[src/rtl/max7219_sequencer.sv]
// Frame sequencer for a MAX7219 LED driver: runs the power-up register init, then
// emits intensity and digit-register frames on request over a valid/ready handshake.
module max7219_sequencer #(
  parameter int DIGIT_NUM = 8
) (
  input  logic                   clock,
  input  logic                   reset,
  input  logic                   update_req_i,
  input  logic [DIGIT_NUM*4-1:0] num_i,
  input  logic [2:0]             dp_i,
  input  logic                   bright_req_i,
  input  logic [3:0]             brightness_i,
  output logic [15:0]            frame_data_o,
  output logic                   frame_valid_o,
  input  logic                   frame_ready_i,
  output logic                   busy_o,
  output logic                   init_done_o
);

  typedef enum logic [1:0] {INIT, IDLE, BRIGHT, DIGITS} state_t;

  localparam logic [2:0] LAST_DIGIT = 3'(DIGIT_NUM - 1);
  localparam logic [3:0] SCAN_LIMIT = 4'(DIGIT_NUM - 1);
  localparam logic [2:0] LAST_INIT  = 3'd4;

  state_t                 state_q, state_d;
  logic [2:0]             idx_q, idx_d;
  logic                   pendUpd_q, pendUpd_d;
  logic                   pendBri_q, pendBri_d;
  logic                   initDone_q, initDone_d;
  logic                   armed_q;
  logic [DIGIT_NUM*4-1:0] numSnap_q, numSnap_d;
  logic [2:0]             dpSnap_q, dpSnap_d;
  logic [3:0]             briSnap_q, briSnap_d;

  logic [15:0] frame;
  logic [3:0]  nib;
  logic        dpBit;
  logic        valid;
  logic        xfer;

  // armed_q holds frame_valid low for the edge at which reset was sampled low.
  assign valid         = armed_q && (state_q != IDLE);
  assign xfer          = valid && frame_ready_i;
  assign frame_valid_o = valid;
  assign frame_data_o  = valid ? frame : 16'h0000;
  assign busy_o        = (state_q != IDLE);
  assign init_done_o   = initDone_q;

  always_comb begin
    nib = 4'h0;
    for (int i = 0; i < DIGIT_NUM; i++) begin
      if (idx_q == 3'(i)) nib = numSnap_q[4*i +: 4];
    end
    // idx_q never reaches DIGIT_NUM, so an out-of-range dp matches no digit.
    dpBit = (dpSnap_q == idx_q);
  end

  always_comb begin
    frame = 16'h0000;
    case (state_q)
      INIT: begin
        case (idx_q)
          3'd0:    frame = 16'h0C01;
          3'd1:    frame = 16'h09FF;
          3'd2:    frame = {8'h0B, 4'h0, SCAN_LIMIT};
          3'd3:    frame = {8'h0A, 4'h0, briSnap_q};
          default: frame = 16'h0F00;
        endcase
      end
      BRIGHT:  frame = {8'h0A, 4'h0, briSnap_q};
      DIGITS:  frame = {4'h0, 4'(idx_q) + 4'd1, dpBit, 3'b000, nib};
      default: frame = 16'h0000;
    endcase
  end

  always_comb begin
    state_d    = state_q;
    idx_d      = idx_q;
    pendUpd_d  = pendUpd_q | update_req_i;
    pendBri_d  = pendBri_q | bright_req_i;
    initDone_d = initDone_q;
    numSnap_d  = numSnap_q;
    dpSnap_d   = dpSnap_q;
    briSnap_d  = briSnap_q;
    case (state_q)
      INIT: begin
        if (xfer) begin
          if (idx_q == LAST_INIT) begin
            state_d    = DIGITS;
            idx_d      = 3'd0;
            numSnap_d  = '0;
            dpSnap_d   = 3'd0;
            initDone_d = 1'b1;
          end else begin
            idx_d = idx_q + 3'd1;
            // Capture intensity as the intensity frame comes up so it stays stable.
            if (idx_q == 3'd2) briSnap_d = brightness_i;
          end
        end
      end
      IDLE: begin
        idx_d = 3'd0;
        if (pendBri_q) begin
          state_d   = BRIGHT;
          briSnap_d = brightness_i;
          pendBri_d = bright_req_i;
        end else if (pendUpd_q) begin
          state_d   = DIGITS;
          numSnap_d = num_i;
          dpSnap_d  = dp_i;
          pendUpd_d = update_req_i;
        end
      end
      BRIGHT: begin
        if (xfer) state_d = IDLE;
      end
      DIGITS: begin
        if (xfer) begin
          if (idx_q == LAST_DIGIT) begin
            state_d = IDLE;
            idx_d   = 3'd0;
          end else begin
            idx_d = idx_q + 3'd1;
          end
        end
      end
      default: state_d = INIT;
    endcase
  end

  always_ff @(posedge clock) begin
    if (!reset) begin
      state_q    <= INIT;
      idx_q      <= 3'd0;
      pendUpd_q  <= 1'b0;
      pendBri_q  <= 1'b0;
      initDone_q <= 1'b0;
      armed_q    <= 1'b0;
      numSnap_q  <= '0;
      dpSnap_q   <= 3'd0;
      briSnap_q  <= 4'h0;
    end else begin
      state_q    <= state_d;
      idx_q      <= idx_d;
      pendUpd_q  <= pendUpd_d;
      pendBri_q  <= pendBri_d;
      initDone_q <= initDone_d;
      armed_q    <= 1'b1;
      numSnap_q  <= numSnap_d;
      dpSnap_q   <= dpSnap_d;
      briSnap_q  <= briSnap_d;
    end
  end

endmodule

[config.mk]
export PLATFORM = sky130hd
export DESIGN_NAME = max7219_sequencer
export DESIGN_NICKNAME = d
export VERILOG_FILES = /design/src/rtl/max7219_sequencer.sv
export SDC_FILE = /design/constraint.sdc
export NUM_CORES = 1
export LEC_CHECK = 0
export CAP_MARGIN = 40
export CORE_ASPECT_RATIO = 1.4
export CORE_MARGIN = 2
export CORE_UTILIZATION = 60
export CTS_CLUSTER_SIZE = 12
export DETAILED_ROUTE_END_ITERATION = 8
export DONT_BUFFER_PORTS = 1
export GPL_ROUTABILITY_DRIVEN = 0
export PLACE_DENSITY = 0.78
export SLEW_MARGIN = 10
export SYNTH_ARGS = -nofsm -noshare
export SYNTH_HDL_FRONTEND = slang
export SYNTH_SLANG_ARGS = --single-unit
[constraint.sdc]
create_clock -name clock -period 4.7 [get_ports clock]
set_input_delay 0.94 -clock clock [delete_from_list [all_inputs] [get_ports clock]]
set_output_delay 0.94 -clock clock [all_outputs]
set_load 0.1 [all_outputs]
==> impl_metrics.yaml <==
clock_tree:
  post-cts-setup-buffers: 0
  cts_resized: 0
  clkTransAtPathRegs_ns: 0.08
  cts_hold_repair.buffers: 0
  cts_htree_levels: 2
  tritoncts: "built"
  cts_num_sinks: 48
  ctsRootBufferMaster: "sky130_fd_sc_hd__clkbuf_8"
  number_of_buffers_created_by_cts: 5
  ctsLongestPathBuffers: 2
  insertion_delay_ns: 0.30
global_routing:
  globalRouteMet1Util: 0.327
  gr-total-overflow: 0
  grt_use_total: 0.262
  globalRouteMet2Util: 0.432
  grt_max_degree: 36
  grt_busiest_layer: "met2"
  grt_pass1_wl_mm: 9.60
  first_global_vias: 2056
  grt_util_met3: 0.0462
  antenna_found_initial: 0
flow_run:
  drv_cap: 0
yosys:
  synth_edf_count: 0
  post_synth_and_or_nand_nor_area_fraction: 0.135
  ys_ff_latch: 48
  dominantRegCellSynth: "sky130_fd_sc_hd__dfxtp_1"
  synth_fa_ha_area_frac: 0.0297
  synth_top_cell_area_share: 0.381
  synth-async-reset-ratio: 0
  syn_area_mm2: 0.00252
  synthDominantAreaCellType: "sky130_fd_sc_hd__dfxtp_1"
  post_synthesis_mux_area_share: 0.0248
  synthDistinctLibCells: 56
  synth.yosys.warnings: 0
  synth_sequential_area_ratio: 0.381
  netlist_top_cells_area: "sky130_fd_sc_hd__dfxtp_1 (38%), sky130_fd_sc_hd__a22o_1 (12%), sky130_fd_sc_hd__a21oi_1 (3.2%)"
  synth_top_family_by_area: "compound AO/OA/AOI/OAI gates"
  postSynthAreaPerCell_um2: 9.12
  synth_compound_gate_area_share: 0.319
  post_synth_xor_area_fraction: 0.0104
  netlist_instances: 277
floorplan:
  io_pins: 63
  die_area_mm2: 0.00475
  chipWidth_um: 58.8
  floorplan.rows: 27
  design.core.area_mm2: 0.00399
  initial_utilization: 0.633
  die_height_um: 80.8
detailed_routing:
  finalWirelength_mm: 5.72
  first_iter_violations: 66
  antenna_left: 0
  drc_violation_count_after_routing: 3
  viasPerCell: 6.56
  wl_per_cell_um: 18.0
  total_iterations_of_the_first_detailed_routing_run: 6
  vias: 2080
timing:
  worst_slew_pin_tran_ns: 0.873
  timing.final.setup_violations: 0
  fin_setup_tns_ns: 0
  timing.final.max_slew_violations: 0
  finalCritPeriodShare: 0.829
  clock-skew-final_ns: 0.00592
  layout_min_cycle_time_ns: 3.89
  fmax_mhz: 257
  maxSlewHeadroom: 0.417
  timing.final.hold_violations: 0
  grt_setup_unrepaired: "false"
layout:
  area_growth_syn_to_layout_pct: 4.71
  number_of_filler_cells_placed_in_the_layout: 361
  mostFrequentLayoutCells: "sky130_fd_sc_hd__dfxtp_1 (48), sky130_fd_sc_hd__a22o_1 (35), sky130_fd_sc_hd__nand2_1 (19)"
  post_layout_nonfiller_instances: 317
  final_nets: 323
  share_of_post_route_cells_with_drive_strength_above_1: 0.135
  layout.cells.most_common: "sky130_fd_sc_hd__dfxtp_1"
  antennaDiodeCount: 0
  final_core_util: 0.663
power:
  irDropWorstVdd_mv: 0.234
  p_per_area_mw_per_mm2: 331
  leakagePower_nw: 1.03
placement:
  numPortBuffers: 0
  place.detailed.instances: 309
  place.detailed.hpwl_mm: 4.15
worst_setup_path:
  setup.reg_to_reg.worst_slack_ns: 2.24
  series_of_cell_instances_along_the_critical_path: "inv_2 > ha_1 > nor2b_1 > a2111oi_0 > nand3_1 > a21oi_2 > buf_4"
  reg2reg_to: "numSnap_q[1]"
  crit_path_max_fanout: 21
  timing.critical_path.from: "idx_q[2]"
  critPathCapture: "frame_data_o[3]"
  critPathKind: "reg -> out"
  worst_ep_arrival_time_ns: 2.95
  reg2reg_start: "idx_q[0]"
  crit_path_end_kind: "output pin"
  worstRegToRegCells: 6
  critical-path-slowest-cell: "sky130_fd_sc_hd__dfxtp_1"
  worstSetupStartpointType: "flop"
  worst_path_largest_cell_delay_ns: 0.77
  data_required_time_of_the_worst_path_ns: 3.76
min_path:
  holdCritPathClass: "reg -> reg"
status:
  failing_checks: "design-rule violations"
  outcome: "complete, but fails checks"
-- per-stage QoR --
stage	hold slack [ns]	worst slack [ns]	power (mW)	area [µm²]
4_1_cts	0.488	0.838	0.878	2640
5_1_grt	0.512	0.645	0.914	2640
6_report	0.483	0.806	0.876	2640
2_1_floorplan	0.434	0.498	0.604	2540
3_5_place_dp	0.465	1.18	0.635	2550
3_3_place_gp	0.459	1.23	0.624	2490
-- cells in the mapped netlist, types with 3 or more instances --
| master | count |
|---|---|
| sky130_fd_sc_hd__dfxtp_1 | 48 |
| sky130_fd_sc_hd__a22o_1 | 35 |
| sky130_fd_sc_hd__nand2_1 | 19 |
| sky130_fd_sc_hd__a21oi_1 | 16 |
| sky130_fd_sc_hd__inv_1 | 13 |
| sky130_fd_sc_hd__buf_2 | 11 |
| sky130_fd_sc_hd__nor2_1 | 11 |
| sky130_fd_sc_hd__o21ai_0 | 10 |
| sky130_fd_sc_hd__buf_6 | 7 |
| sky130_fd_sc_hd__nor2b_1 | 7 |
| sky130_fd_sc_hd__a21o_1 | 6 |
| sky130_fd_sc_hd__buf_4 | 6 |
| sky130_fd_sc_hd__ha_1 | 6 |
| sky130_fd_sc_hd__nor3_1 | 5 |
| sky130_fd_sc_hd__inv_2 | 4 |
| sky130_fd_sc_hd__mux2i_1 | 4 |
| sky130_fd_sc_hd__o21ai_1 | 4 |
| sky130_fd_sc_hd__a211oi_1 | 3 |
| sky130_fd_sc_hd__a21boi_1 | 3 |
| sky130_fd_sc_hd__a221oi_1 | 3 |
| sky130_fd_sc_hd__a32o_1 | 3 |
| sky130_fd_sc_hd__nand2b_1 | 3 |
| sky130_fd_sc_hd__nand3_1 | 3 |
| sky130_fd_sc_hd__nor3b_1 | 3 |
| sky130_fd_sc_hd__o22ai_1 | 3 |
-- flip-flops by register name (all words and copies together), names as in the netlist --
signal / count
state_q: 2
armed_q: 1
idx_q: 3
briSnap_q: 4
dpSnap_q: 3
numSnap_q: 32
pendUpd_q: 1
init_done_o: 1
pendBri_q: 1
-- layout make-up --
cell class,count,area [µm²],share of cell area
timing repair buffer,12,125,0.0473
inverter,17,63.8,0.0241
clock inverter,2,10.0,0.00379
tap,43,53.8,0.0204
clock buffer,6,82.6,0.0312
multi-input combinational,189,1350,0.510
sequential,48,961,0.363
-- worst max-delay path: cells and delay by family (launching register included) --
| family | cells | cell delay [ns] |
|---|---|---|
| buf+inv | 2 | 0.46 |
| compound gates | 2 | 0.65 |
| fa+ha+maj | 1 | 0.40 |
| simple gates | 2 | 0.36 |
| flops | 1 | 0.77 |
-- where the power goes --
| group | internal, mW | switching (mW) |
|---|---|---|
| logic | 0.0535 | 0.146 |
| clock network | 0.117 | 0.132 |
| registers | 0.413 | 0.0140 |
-- metal layers --
metal | wire length [µm] | up-vias
li1 | - | 1001
met1 | 2320 | 988
met3 | 328 | 15
met5 | 0 | -
met2 | 2900 | 76
met4 | 166 | 0
-- how the worst min path moves through the flow --
stage / endpoint / cells past startpoint / startpoint
after floorplan: briSnap_q[0] / 2 / briSnap_q[0]
after global placement: numSnap_q[2] / 1 / numSnap_q[2]
after detailed placement: numSnap_q[25] / 1 / numSnap_q[25]
after CTS: numSnap_q[2] / 1 / numSnap_q[2]
after global routing: numSnap_q[29] / 1 / numSnap_q[29]
final: numSnap_q[2] / 1 / numSnap_q[2]
-- cell families after synthesis --
logic type                 Yosys count
AOI/OAI and AO/OA                  106
and+or+nand+nor                     64
DFF                                 48
buffers and inverters               43
adders and majority gates            6
muxes                                6
xor gates and xnor gates             3
other                                1
No activity file was read; power rests on OpenSTA's default activity.
